**src/rtl/truth_table_scanner.sv**
```systemverilog
// Sweeps every input vector into a combinational expression, samples f_in and
// compares against an expected minterm mask. Optional macro: SCANNER_FAIL_STOP_EN.
module truth_table_scanner #(
  parameter int unsigned N_IN   = 4,
  parameter int unsigned SETTLE = 1
) (
  input  logic                   clk,
  input  logic                   rst_n,
  input  logic                   start,
  input  logic [(1<<N_IN)-1:0]   expected,
  input  logic                   f_in,
  output logic [N_IN-1:0]        vec_out,
  output logic                   busy,
  output logic                   done,
  output logic                   pass,
  output logic [(1<<N_IN)-1:0]   captured,
  output logic [N_IN:0]          mismatch_count,
  output logic [N_IN-1:0]        first_fail
);

  localparam int unsigned NV = 1 << N_IN;
  localparam int unsigned VW = N_IN;
  localparam int unsigned CW = N_IN + 1;
  localparam int unsigned SW = 4;

  typedef enum logic [1:0] {IDLE, DRIVE, SAMPLE} state_t;

  state_t        state, state_d;
  logic [SW-1:0] cnt, cnt_d;
  logic [VW-1:0] vec_d, ff_d;
  logic          busy_d, done_d, pass_d;
  logic [NV-1:0] captured_d;
  logic [CW-1:0] mc_d;
  logic          miss, last, stop;

  // State and all registered outputs; reset discards any partial scan
  always_ff @(posedge clk) begin
    if (!rst_n) begin
      state          <= IDLE;
      cnt            <= '0;
      vec_out        <= '0;
      busy           <= 1'b0;
      done           <= 1'b0;
      pass           <= 1'b0;
      captured       <= '0;
      mismatch_count <= '0;
      first_fail     <= '0;
    end else begin
      state          <= state_d;
      cnt            <= cnt_d;
      vec_out        <= vec_d;
      busy           <= busy_d;
      done           <= done_d;
      pass           <= pass_d;
      captured       <= captured_d;
      mismatch_count <= mc_d;
      first_fail     <= ff_d;
    end
  end

  // Next-state and next-output logic
  always_comb begin
    state_d    = state;
    cnt_d      = cnt;
    vec_d      = vec_out;
    busy_d     = busy;
    done_d     = 1'b0;
    pass_d     = pass;
    captured_d = captured;
    mc_d       = mismatch_count;
    ff_d       = first_fail;
    miss       = (f_in != expected[vec_out]);
    last       = (vec_out == VW'(NV - 1));
    stop       = last;

    case (state)
      IDLE: begin
        busy_d = 1'b0;
        vec_d  = '0;
        if (start) begin
          state_d    = DRIVE;
          busy_d     = 1'b1;
          cnt_d      = '0;
          captured_d = '0;
          mc_d       = '0;
          ff_d       = '0;
          pass_d     = 1'b0;
        end
      end
      DRIVE: begin
        if (cnt == SW'(SETTLE - 1)) begin
          state_d = SAMPLE;
        end else begin
          cnt_d = cnt + SW'(1);
        end
      end
      SAMPLE: begin
        captured_d[vec_out] = f_in;
        if (miss) begin
          mc_d = mismatch_count + CW'(1);
          if (mismatch_count == '0) begin
            ff_d = vec_out;
          end
        end
`ifdef SCANNER_FAIL_STOP_EN
        stop = last || miss;
`else
        stop = last;
`endif
        if (stop) begin
          state_d = IDLE;
          busy_d  = 1'b0;
          done_d  = 1'b1;
          vec_d   = '0;
          pass_d  = (mc_d == '0);
        end else begin
          state_d = DRIVE;
          vec_d   = vec_out + VW'(1);
          cnt_d   = '0;
        end
      end
      default: begin
        state_d = IDLE;
      end
    endcase
  end

endmodule
```
**config.mk**
```make
export PLATFORM = sky130hd
export DESIGN_NAME = truth_table_scanner
export DESIGN_NICKNAME = d
export VERILOG_FILES = /design/src/rtl/truth_table_scanner.sv
export SDC_FILE = /design/constraint.sdc
export NUM_CORES = 1
export LEC_CHECK = 0
export BUFFER_PORTS_ARGS = -buffer_cell sky130_fd_sc_hd__clkbuf_2
export CORE_MARGIN = 3
export CORE_UTILIZATION = 54
export DETAILED_ROUTE_END_ITERATION = 6
export PLACE_DENSITY_LB_ADDON = 0.25
export SLEW_MARGIN = 20
export SYNTH_ARGS = -nofsm -noshare
export SYNTH_HDL_FRONTEND = slang
export SYNTH_SLANG_ARGS = --single-unit
```
**constraint.sdc**
```tcl
create_clock -name clk -period 2.9 [get_ports clk]
set_input_delay 0.58 -clock clk [delete_from_list [all_inputs] [get_ports clk]]
set_output_delay 0.58 -clock clk [all_outputs]
set_load 0.01 [all_outputs]
```
==> results.txt <==
----------------------------------------------------
[Run status]
  Result of the run ... finished clean

[Global route]
  Initial antenna violation count ... 0
  Maximum number of pins on one net before global-route repair ... 22
  Total global routing overflow ... 0
  Via count of the first global-routing pass ... ~1900
  GRT Util Overall ... 0.222
  First-pass GRT wire length ... 9.01 mm

[STA]
  Setup repair after global routing missed its margin ... false
  Final Hold Vio Count ... 0
  Setup TNS ... 0 ps
  Time the final worst path needs with I/O delays and setup ... about 2400 ps
  # setup viols final ... 0
  Worst slew pin tran ... 661 ps
  Max-slew violation count ... 0
  Relative slew slack ... 0.553
  Fmax ... between 400 and 500 MHz
  Fin crit share ... 0.834
  Worst Skew ... between 9 and 10 ps

[Floorplan]
  Floorplan core area ... between 0.004 and 0.005 mm^2
  Die height ... approximately 72 um
  Number of top-level pins ... 52
  Number of rows created at floorplan ... 23
  Horizontal die dimension ... between 70 and 80 um
  Starting density of the core ... 0.568
  Die outline area ... 0.00512 mm^2

[Clocking]
  Longest Clk Path Bufs ... 2
  Count of cells resized by post-cts repair ... 0
  Number of clock sinks ... 38
  Reg clk slew, reported paths ... 80 ps
  Maximum level of the CTS H-tree ... 2
  Count of hold-fix buffers inserted at cts ... 0
  Source-to-sink clock delay at the later pin of the worst-skew pair ... 300 ps
  TritonCTS Buffers ... 5
  Clock tree from TritonCTS ... yes
  Post-CTS setup buffer count ... 0
  Cell chosen for the clock root ... clkbuf_8

[Drt]
  Routed Wire Length ... approximately 5.4 mm
  Final routed DRC violation total ... 0
  Average detailed-routed wire length per instance ... around 15 um
  Vias per inst ... ~6
  Final antenna-violating net count ... 0
  Number of DRC markers after the initial detailed-route iteration ... approximately 150
  Detailed Routing Iterations Pass 1 ... 4
  Total number of vias ... ~2100

[Setup path]
  Kind of end point of the critical path ... flip-flop
  Required time of the critical path ... roughly 3100 ps
  Maximum fanout encountered on the critical timing path ... 9
  Critical path startpoint category ... flip-flop
  Worst Path Arrival ... approximately 2600 ps
  Type of the worst setup path ... flip-flop to flip-flop

[Worst hold path]
  Class of the tightest hold or removal check ... flip-flop to flip-flop

[Run]
  Max capacitance violation total ... 0

[Synth]
  Most common flop cell mapped by yosys ... dfxtp_1
  Share of the synthesized area in the top cell type ... 0.328
  Summed instance area of the synthesized netlist ... ~0.0023 mm^2
  Mean instance size in the synthesized netlist ... 8.93 um^2
  Sequential fraction of the synthesis area ... 0.328
  Yosys top cell by area ... dfxtp_1
  Most common library cells after synthesis ... dfxtp_1 (38), nand2_1 (22), a21boi_0 (17), clkbuf_1 (17), mux2i_1 (17)
  Most numerous cell in the Yosys netlist ... dfxtp_1
  Flip-flop and latch count after synthesis ... 38
  Number of enable-type register cells in the synthesized netlist ... 0
  Count of different cell masters after synthesis ... 49
  Gate count of the mapped netlist ... 260
  Mapped Nets ... 288
  Top area cells in the synthesized netlist ... dfxtp_1 (33%), mux2i_1 (7.3%), a21boi_0 (5.5%), ha_1 (4.3%), nand4_1 (4.3%)
  Synth warnings ... 0
  Asr flop ratio synth ... 0

[Finish]
  Antenna fix cells ... 0
  Fillers ... about 360
  Area grow syn2layout ... 18.0%
  Total number of nets in the final design ... about 330
  Fraction of layout cells with a size suffix above 1 ... 0.257
  Post-Route Utilization ... 0.671

[Placement]
  Count of input and output buffers ... between 50 and 60
  Detailed placer's ending HPWL ... approximately 4 mm
  GP Congestion ... between 0.8 and 0.9

[Pwr]
  Worst ir drop on vdd ... 367 uV
  Pwr/cell area ... between 400 and 500 mW/mm^2
  Total leakage power ... between 0.001 and 0.0015 uW

----------------------------------------------------
placed cells by master, fill, tap and decap left out, types with 3 or more instances in the layout:
cell,n
a21boi_0,17
a22oi_1,4
and2_1,8
buf_4,8
clkbuf_2,51
clkbuf_8,6
dfxtp_1,38
ha_1,8
inv_1,9
mux2_2,5
mux2i_1,17
mux4_2,3
nand2_1,22
nand3_1,10
nand4_1,16
nor2_1,9
nor2b_1,11
nor3_1,4
nor3b_1,3
o211ai_1,11
o21ai_0,5
o311ai_0,4
or3_1,4
or4_1,3
xnor2_1,3
logic make-up after synthesis:
logic type               after synthesis  synth area share
AND/OR/NAND/NOR                      101             0.241
AO/OA/AOI/OAI                         52             0.167
flip-flops                            38             0.328
buffers and inverters                 29            0.0587
multiplexers                          26             0.136
adder cells (fa/ha/maj)                8            0.0431
XOR/XNOR                               6            0.0259
path summary, 6_finish.rpt:
kind                                   start           end  slack [ps]  cells after the start
worst max-delay path              vec_out[2]          pass         480                      6
worst min-delay path            captured[15]  captured[15]         490                      2
worst max register to register    vec_out[2]          pass         480                      6
worst min register to register  captured[15]  captured[15]         490                      2
flip-flops by register name (all words and copies together) (netlist names), 2 cells and up:
name	flops
vec_out	4
first_fail	4
cnt	4
state	2
captured	16
mismatch_count	5
layout make-up:
class,instances,area (um^2),share of cell area
Tap cell,50,62.6,0.0228
Clock inverter,2,60.1,0.0219
Multi-Input combinational cell,193,1430,0.520
Clock buffer,6,82.6,0.0301
Sequential cell,38,761,0.278
Inverter,9,33.8,0.0123
Timing Repair Buffer,59,315,0.115
layer usage:
metal  routed length, um  up-vias  global-route usage  part of all wire
li1                    -     1048                   -                 -
met1                2530      983               0.298              0.46
met2                2480       55               0.339              0.46
met3                 311       13              0.0449             0.057
met4                 126        0               0.111             0.023
met5                   0        -                   0                 0
stage by stage:
step | worst slack, ps | total power [uW] | cell area (um^2) | hold WS [ps] | instances
floorplan | 526 | 624 | 2320 | 497 | 260
global placement | 505 | 660 | 2600 | 472 | 349
detailed placement | 444 | 663 | 2600 | 467 | 349
CTS | 459 | 1230 | 2740 | 491 | 357
global route | 350 | 1260 | 2740 | 526 | 357
finish | 483 | 1220 | 2740 | 488 | 357
where the power goes:
part / leakage, uW / switching, uW / internal, uW
sequential: 0.000307 / 8.31 / 526
clock: 0.0000714 / 198 / 367
combinational: 0.000679 / 65.1 / 52.5
total: 0.00106 / 271 / 945
critical path: stages, from the launching register on:
cell	delay (ps)
dfxtp_1	550
mux2_2	390
mux4_2	530
or4_1	540
nand3_1	100
a211oi_1	50
o31ai_1	190
Note: power is estimated with default switching activity, not from simulation.
